--- src/rtl/lsu_ctrl.sv ---
// Load/store sequencing controller: accepts one memory request at a time, checks alignment,
// drives the data-memory handshake and tags the read-data cycle for the load-register stage.
module lsu_ctrl #(
   parameter int TIMEOUT_CYCLES = 255,
   parameter int TO_W           = 8
) (
   input  logic        clk,
   input  logic        resetn,
   input  logic        req_valid_i,
   output logic        req_ready_o,
   input  logic        req_is_store_i,
   input  logic [31:0] req_addr_i,
   input  logic [31:0] req_wdata_i,
   input  logic [1:0]  req_wordsize_i,
   input  logic [2:0]  req_load_instr_i,
   input  logic [5:0]  req_reg_id_i,
   output logic        mem_valid_o,
   input  logic        mem_ready_i,
   output logic [31:0] mem_addr_o,
   output logic [31:0] mem_wdata_o,
   output logic [3:0]  mem_wstrb_o,
   output logic        lr_is_load_o,
   output logic [1:0]  lr_wordsize_o,
   output logic [1:0]  lr_op1_2b_o,
   output logic [2:0]  lr_load_instr_o,
   output logic [5:0]  lr_reg_id_o,
   output logic        store_done_o,
   output logic        misalign_o,
   output logic        bus_err_o
);

   typedef enum logic {ST_IDLE = 1'b0, ST_REQ = 1'b1} state_t;

   localparam logic            TO_EN   = (TIMEOUT_CYCLES != 0);
   localparam logic [TO_W-1:0] TO_LAST = TO_W'((TIMEOUT_CYCLES == 0) ? 0 : TIMEOUT_CYCLES - 1);
   localparam logic [TO_W-1:0] CNT_ONE = TO_W'(1);

   function automatic logic f_misaligned(input logic [1:0] ws, input logic [1:0] a);
      logic bad;
      case (ws)
         2'd0:    bad = (a != 2'b00);
         2'd1:    bad = a[0];
         2'd2:    bad = 1'b0;
         default: bad = 1'b1;
      endcase
      return bad;
   endfunction

   function automatic logic [3:0] f_wstrb(input logic st, input logic [1:0] ws, input logic [1:0] a);
      logic [3:0] s;
      if (!st) begin
         s = 4'b0000;
      end else begin
         case (ws)
            2'd0:    s = 4'b1111;
            2'd1:    s = a[1] ? 4'b1100 : 4'b0011;
            2'd2:    s = 4'b0001 << a;
            default: s = 4'b0000;
         endcase
      end
      return s;
   endfunction

   // Sub-word stores replicate the datum across all lanes; the strobe picks the live one.
   function automatic logic [31:0] f_wdata(input logic st, input logic [1:0] ws, input logic [31:0] d);
      logic [31:0] w;
      if (!st) begin
         w = 32'h0000_0000;
      end else begin
         case (ws)
            2'd0:    w = d;
            2'd1:    w = {2{d[15:0]}};
            2'd2:    w = {4{d[7:0]}};
            default: w = 32'h0000_0000;
         endcase
      end
      return w;
   endfunction

   state_t          r_state;
   state_t          w_next_state;
   logic            w_bad;
   logic            w_accept;
   logic            w_misalign;
   logic            w_done;
   logic            w_timeout;
   logic            r_mem_valid;
   logic [31:0]     r_mem_addr;
   logic [31:0]     r_mem_wdata;
   logic [3:0]      r_mem_wstrb;
   logic            r_is_store;
   logic [1:0]      r_wordsize;
   logic [1:0]      r_op1_2b;
   logic [2:0]      r_load_instr;
   logic [5:0]      r_reg_id;
   logic [TO_W-1:0] r_cnt;
   logic            r_store_done;
   logic            r_misalign;
   logic            r_bus_err;

   assign w_bad = f_misaligned(req_wordsize_i, req_addr_i[1:0]);

   // State register.
   always_ff @(posedge clk or negedge resetn) begin
      if (!resetn) begin
         r_state <= ST_IDLE;
      end else begin
         r_state <= w_next_state;
      end
   end

   // Next-state decode; a ready in the last timeout cycle still counts as a handshake.
   always_comb begin
      w_next_state = r_state;
      w_accept     = 1'b0;
      w_misalign   = 1'b0;
      w_done       = 1'b0;
      w_timeout    = 1'b0;
      case (r_state)
         ST_IDLE: begin
            if (req_valid_i && w_bad) begin
               w_misalign = 1'b1;
            end else if (req_valid_i) begin
               w_accept     = 1'b1;
               w_next_state = ST_REQ;
            end else begin
               w_next_state = ST_IDLE;
            end
         end
         ST_REQ: begin
            if (mem_ready_i) begin
               w_done       = 1'b1;
               w_next_state = ST_IDLE;
            end else if (TO_EN && (r_cnt == TO_LAST)) begin
               w_timeout    = 1'b1;
               w_next_state = ST_IDLE;
            end else begin
               w_next_state = ST_REQ;
            end
         end
         default: w_next_state = ST_IDLE;
      endcase
   end

   // Request latches, wait counter and one-cycle status pulses.
   always_ff @(posedge clk or negedge resetn) begin
      if (!resetn) begin
         r_mem_valid  <= 1'b0;
         r_mem_addr   <= 32'h0000_0000;
         r_mem_wdata  <= 32'h0000_0000;
         r_mem_wstrb  <= 4'b0000;
         r_is_store   <= 1'b0;
         r_wordsize   <= 2'd0;
         r_op1_2b     <= 2'd0;
         r_load_instr <= 3'd0;
         r_reg_id     <= 6'd0;
         r_cnt        <= '0;
         r_store_done <= 1'b0;
         r_misalign   <= 1'b0;
         r_bus_err    <= 1'b0;
      end else begin
         r_mem_valid  <= (w_next_state == ST_REQ);
         r_store_done <= w_done & r_is_store;
         r_misalign   <= w_misalign;
         r_bus_err    <= w_timeout;
         if (w_accept) begin
            r_mem_addr   <= {req_addr_i[31:2], 2'b00};
            r_mem_wdata  <= f_wdata(req_is_store_i, req_wordsize_i, req_wdata_i);
            r_mem_wstrb  <= f_wstrb(req_is_store_i, req_wordsize_i, req_addr_i[1:0]);
            r_is_store   <= req_is_store_i;
            r_wordsize   <= req_wordsize_i;
            r_op1_2b     <= req_addr_i[1:0];
            r_load_instr <= req_load_instr_i;
            r_reg_id     <= req_reg_id_i;
            r_cnt        <= '0;
         end else if ((r_state == ST_REQ) && !mem_ready_i) begin
            r_cnt <= r_cnt + CNT_ONE;
         end else begin
            r_cnt <= r_cnt;
         end
      end
   end

   assign req_ready_o     = (r_state == ST_IDLE);
   assign lr_is_load_o    = (r_state == ST_REQ) & mem_ready_i & ~r_is_store;
   assign mem_valid_o     = r_mem_valid;
   assign mem_addr_o      = r_mem_addr;
   assign mem_wdata_o     = r_mem_wdata;
   assign mem_wstrb_o     = r_mem_wstrb;
   assign lr_wordsize_o   = r_wordsize;
   assign lr_op1_2b_o     = r_op1_2b;
   assign lr_load_instr_o = r_load_instr;
   assign lr_reg_id_o     = r_reg_id;
   assign store_done_o    = r_store_done;
   assign misalign_o      = r_misalign;
   assign bus_err_o       = r_bus_err;

endmodule

--- config.mk ---
export PLATFORM = sky130hd
export DESIGN_NAME = lsu_ctrl
export DESIGN_NICKNAME = d
export VERILOG_FILES = /design/src/rtl/lsu_ctrl.sv
export SDC_FILE = /design/constraint.sdc
export NUM_CORES = 1
export LEC_CHECK = 0
export BUFFER_PORTS_ARGS = -buffer_cell sky130_fd_sc_hd__buf_2
export CAP_MARGIN = 20
export CORE_MARGIN = 3
export CORE_UTILIZATION = 49
export CTS_CLUSTER_DIAMETER = 200
export CTS_CLUSTER_SIZE = 20
export DETAILED_ROUTE_END_ITERATION = 16
export PLACE_DENSITY = 0.91
export SLEW_MARGIN = 10
export SYNTH_ARGS = -nofsm -noshare
export SYNTH_HDL_FRONTEND = slang
export SYNTH_SLANG_ARGS = --single-unit
--- constraint.sdc ---
create_clock -name clk -period 2.4 [get_ports clk]
set_input_delay 0.12 -clock clk [delete_from_list [all_inputs] [get_ports clk]]
set_output_delay 0.12 -clock clk [all_outputs]
set_load 0.01 [all_outputs]
== Word level (Yosys, flattened, before mapping) ==
Cells that the tools add are included.

* Reductions and logical operators: 6
* Muxes and demuxes: 21
* Shifts and indexed selects: 1
* Bitwise logic cells: 5
* Add/sub/neg operators: 1
* Eq/ne operators: 3

{| class="wikitable"
|+ Operators by type and width
! kind !! number
|-
| 32-bit one-hot mux with 3 select lines || 1
|-
| 32-bit 2-to-1 mux || 1
|-
| 8-bit 2-to-1 mux || 2
|-
| 1-bit 2-to-1 mux || 12
|-
| 4-bit one-hot mux with 3 select lines || 1
|-
| 8-bit by 1-bit adder with 8-bit output (second input constant) || 1
|-
| 8-bit == test (second input constant) || 1
|-
| 4-bit 2-to-1 mux || 2
|-
| 2-bit nonzero test || 2
|-
| 1-bit by 2-bit << shifter with 4-bit output (first input constant) || 1
|-
| 1-bit bitwise AND || 3
|-
| 1-bit one-hot mux with 3 select lines || 1
|-
| 2-bit by 1-bit == test with 1-bit output (second input constant) || 1
|-
| 2-bit == test (second input constant) || 1
|-
| 1-bit logical AND || 2
|-
| 2-bit zero test || 1
|-
| 1-bit inverter || 2
|-
| 1-bit one-hot mux with 2 select lines || 1
|-
| 1-bit zero test || 1
|}

* Bits in registers: 92
* Output and inout bits: 87

== Logic depth before layout (Yosys ltp) ==
* Depth in word-level cells: 6
* Mapped depth: 6
* Gate-level depth less buffers: 5

== Worst setup path before layout ==
Ideal clock, no wire load.

* Kind: reg2reg
* Start: reg, netlist name mem_valid_o
* End: reg r_load_instr[0], in the netlist lr_load_instr_o[0]
* Clock period less this slack: 1822 ps
* Path buffers: 2
* Arrival time: 1695 ps
* Cell stages (with the launch flop): 6
* Setup time: 127 ps
* Path slack: 578 ps
* Data required time: 2273 ps
* Path through: dfrtp_1 nand2b_1 clkbuf_1 nor3_4 buf_4 mux2_1

{| class="wikitable"
|+ RTL lines
! what !! RTL line !! RTL
|-
| end signal, assigned || 173 || <nowiki>r_load_instr <= req_load_instr_i;</nowiki>
|-
| end, declared || 94 || <nowiki>logic [2:0] r_load_instr;</nowiki>
|}

==> flow_summary.ini <==
[clocking]
clk_pin_slew_ns = 0.10
clk_latency_ns = 0.35
clock_path_buffers = 2
clock-root-buffer = clkbuf_8
cts_htree_levels = 3
tritoncts = done
cts.sinks = 92
numCtsBuffers = 9

[pwr]
power_density_nw_per_um2 = 755.9
max-vdd-ir-drop_v = 0.0003422
cellLeakagePower_nw = 2.783

[finish]
fin_nets = 612
syn_to_final_growth_pct = 34.79
final_cell_area_um2 = 5638
drive_above_1_share_pct = 44.86
n_antenna_cell = 0
final.fill_count = 629

[die]
rows = 33
die_area_um2 = 9681
chipWidth_um = 98.39
coreArea_um2 = 8258
die_h_um = 98.39
initial_utilization_pct = 50.65
ios = 167

[worst_setup_path]
rr_startpoint = mem_valid_o
start_kind = register
reg2reg_depth = 4
r2r_slack_ns = 0.43
end_kind = register
worstPathArrival_ns = 2.20
path_cells = nand2b_1, or3_1, buf_4, a22o_1
cp.required_ns = 2.63
r2r-end = mem_wdata_o[17]
crit_slowest_cell = or3_1
cp_max_fo = 22
critPathLaunch = mem_valid_o
slowest_delay_ns = 0.62
critPathKind = register to register

[synthesis]
yosysWarnings = 0
synth_seq_cells = 92
synthTopCellsByCount = dfrtp_1 (92), mux2_2 (46), o21ai_0 (35)
ys_types = 39
synthArstFlopShare_pct = 100.0
synthFlopType = dfrtp_1
synth.top_cell.area_share_pct = 55.04
synth_edf_count = 0
netlist_area_um2 = 4183
ys_seq_area_share_pct = 55.04
synth.largest_area_cell = dfrtp_1
yosys-top-cells-area = dfrtp_1 (55%), mux2_2 (12%), o21ai_0 (4.2%)
yosysMostFrequentCell = dfrtp_1
syn_inst = 333
avgSynthCellArea_um2 = 12.56

[route]
wl_mm = 10.79
via_per_inst = 5.411
drt_iter0_drc = 138
routed-via-count = 3463
avgRoutedWirePerCell_um = 16.85
remaining_drc_errors = 0
dr.pass1.iters = 4
antenna_left = 0

[grt]
met1_usage_pct = 26.75
use_met2_pct = 36.56
overflow = 0
grt.busiest_layer = met2
gr-usage-all-layers_pct = 21.75
grt_use_met3_pct = 5.214
grt_pass1_wl_mm = 16.79
grt_max_degree = 55
antenna_found_initial = 0
grt_pass1_vias = 3390

[outcome]
status = complete, no violations

[sta]
worst_slew_pin_slew_ns = 0.6928
fmax_ghz = 0.5073
setup_viol = 0
setup_tns_ns = 0
relSlewSlack_pct = 53.81
holdWs_ns = 0.01714
hold_viol_final = 0
fin_skew_ns = 0.01437
slew_violations = 0
rsz0062_at_grt = no
final.period_utilization_pct = 82.13
fin_crit_ns = 1.971

[min_path]
hold_path_depth = 2
min_to = mem_addr_o[29]
hold_start = req_addr_i[29]
min_path_type = input pin to register

[placed_design]
routabilityCongestion = 0.8294
dpl.hpwl_mm = 7.450
dpl-instance-area_um2 = 5067
io_buffers = 164

[run]
drv_cap = 0
[state kept, by name, indices dropped and copies added (netlist names)]
| signal | cells |
|---|---|
| mem_wdata_o | 32 |
| lr_reg_id_o | 6 |
| mem_wstrb_o | 4 |
| misalign_o | 1 |
| r_is_store | 1 |
| bus_err_o | 1 |
| lr_load_instr_o | 3 |
| mem_valid_o | 1 |
| r_cnt | 8 |
| lr_wordsize_o | 2 |
| lr_op1_2b_o | 2 |
| store_done_o | 1 |
| mem_addr_o | 30 |
[through the flow]
| step | power (mW) | utilization [%] | worst slack (ns) | std cells |
|---|---|---|---|---|
| 3_5_place_dp | 3.206 | 61.36 | 0.4082 | 587 |
| 5_1_grt | 4.496 | 68.27 | 0.3370 | 640 |
| 2_1_floorplan | 2.669 | - | 0.5776 | 334 |
| 6_report | 4.262 | 68.27 | 0.4289 | 640 |
| 4_1_cts | 4.295 | 67.91 | 0.4374 | 637 |
| 3_3_place_gp | 3.143 | 61.36 | 0.4368 | 587 |
[final cells by class]
| cell class | count | area, um^2 | area share [%] |
|---|---|---|---|
| multi-input combinational | 212 | 1695 | 30.07 |
| inverter | 4 | 15.01 | 0.2663 |
| clock inverter | 6 | 62.56 | 1.110 |
| timing repair buffer | 211 | 1294 | 22.95 |
| tap | 105 | 131.4 | 2.330 |
| sequential | 92 | 2302 | 40.83 |
| clock buffer | 10 | 137.6 | 2.441 |
[cell families after synthesis]
family                   synth area share [%]
flip-flops                              55.04
adder cells (fa/ha/maj)                0.5982
AO/OA/AOI/OAI                           13.37
XOR/XNOR                               0.2094
buffers and inverters                   4.517
AND/OR/NAND/NOR                         8.256
other                                 0.08965
multiplexers                            17.92
[cell usage in the layout, fill, tap and decap left out, types with 2 or more instances in the layout]
master | Yosys | routed
dfrtp_1 | 92 | 92
mux2i_1 | 16 | 16
mux2_2 | 46 | 46
nand3b_1 | 9 | 9
clkbuf_8 | 0 | 10
a21oi_1 | 5 | 5
or3_1 | 4 | 4
o31ai_1 | 14 | 14
nand2_1 | 11 | 11
o21ai_0 | 35 | 35
buf_2 | 4 | 163
nand2b_1 | 10 | 10
o211ai_1 | 2 | 2
or4_1 | 2 | 2
buf_12 | 0 | 2
nor2_1 | 6 | 6
mux2_1 | 5 | 5
a22o_1 | 16 | 16
buf_4 | 3 | 9
conb_1 | 1 | 2
a21boi_0 | 9 | 9
clkinv_2 | 0 | 3
nand3_1 | 4 | 4
dlygate4sd3_1 | 0 | 37
ha_1 | 2 | 2
inv_1 | 4 | 4
[repair_timing]
action                    4_1_cts  5_1_grt
hold endpoints to repair       76        3
buffers inserted                0        0
gates resized for setup         0        0
hold buffers                   34        3
[worst max-delay path: cells and delay by family (launching register included)]
family	cells	cell delay (ns)
compound gates	1	0.24
buf+inv	1	0.30
flops	1	0.47
simple gates	2	0.83
[worst max path at each step]
stage | slack (ns) | to | depth (start not counted)
2_1_floorplan | 0.58 | lr_load_instr_o[0] | 5
3_3_place_gp | 0.44 | mem_wdata_o[24] | 5
3_5_place_dp | 0.41 | mem_wdata_o[17] | 5
4_1_cts | 0.44 | mem_wdata_o[17] | 4
5_1_grt | 0.34 | mem_wdata_o[17] | 4
6_report | 0.43 | mem_wdata_o[17] | 4
[power by group]
group          internal (mW)  switching, mW  leakage, nW
registers               1.87          0.185         1.16
logic                  0.589          0.575         1.52
clock network          0.510          0.532        0.106
total                   2.97           1.29         2.78
[metal layers]
metal / share of wire, % / vias up
li1: - / 1602
met1: 39 / 1680
met2: 50 / 152
met3: 7.0 / 29
met4: 3.4 / 0
met5: 0 / -
(Power assumes the default switching activity.)
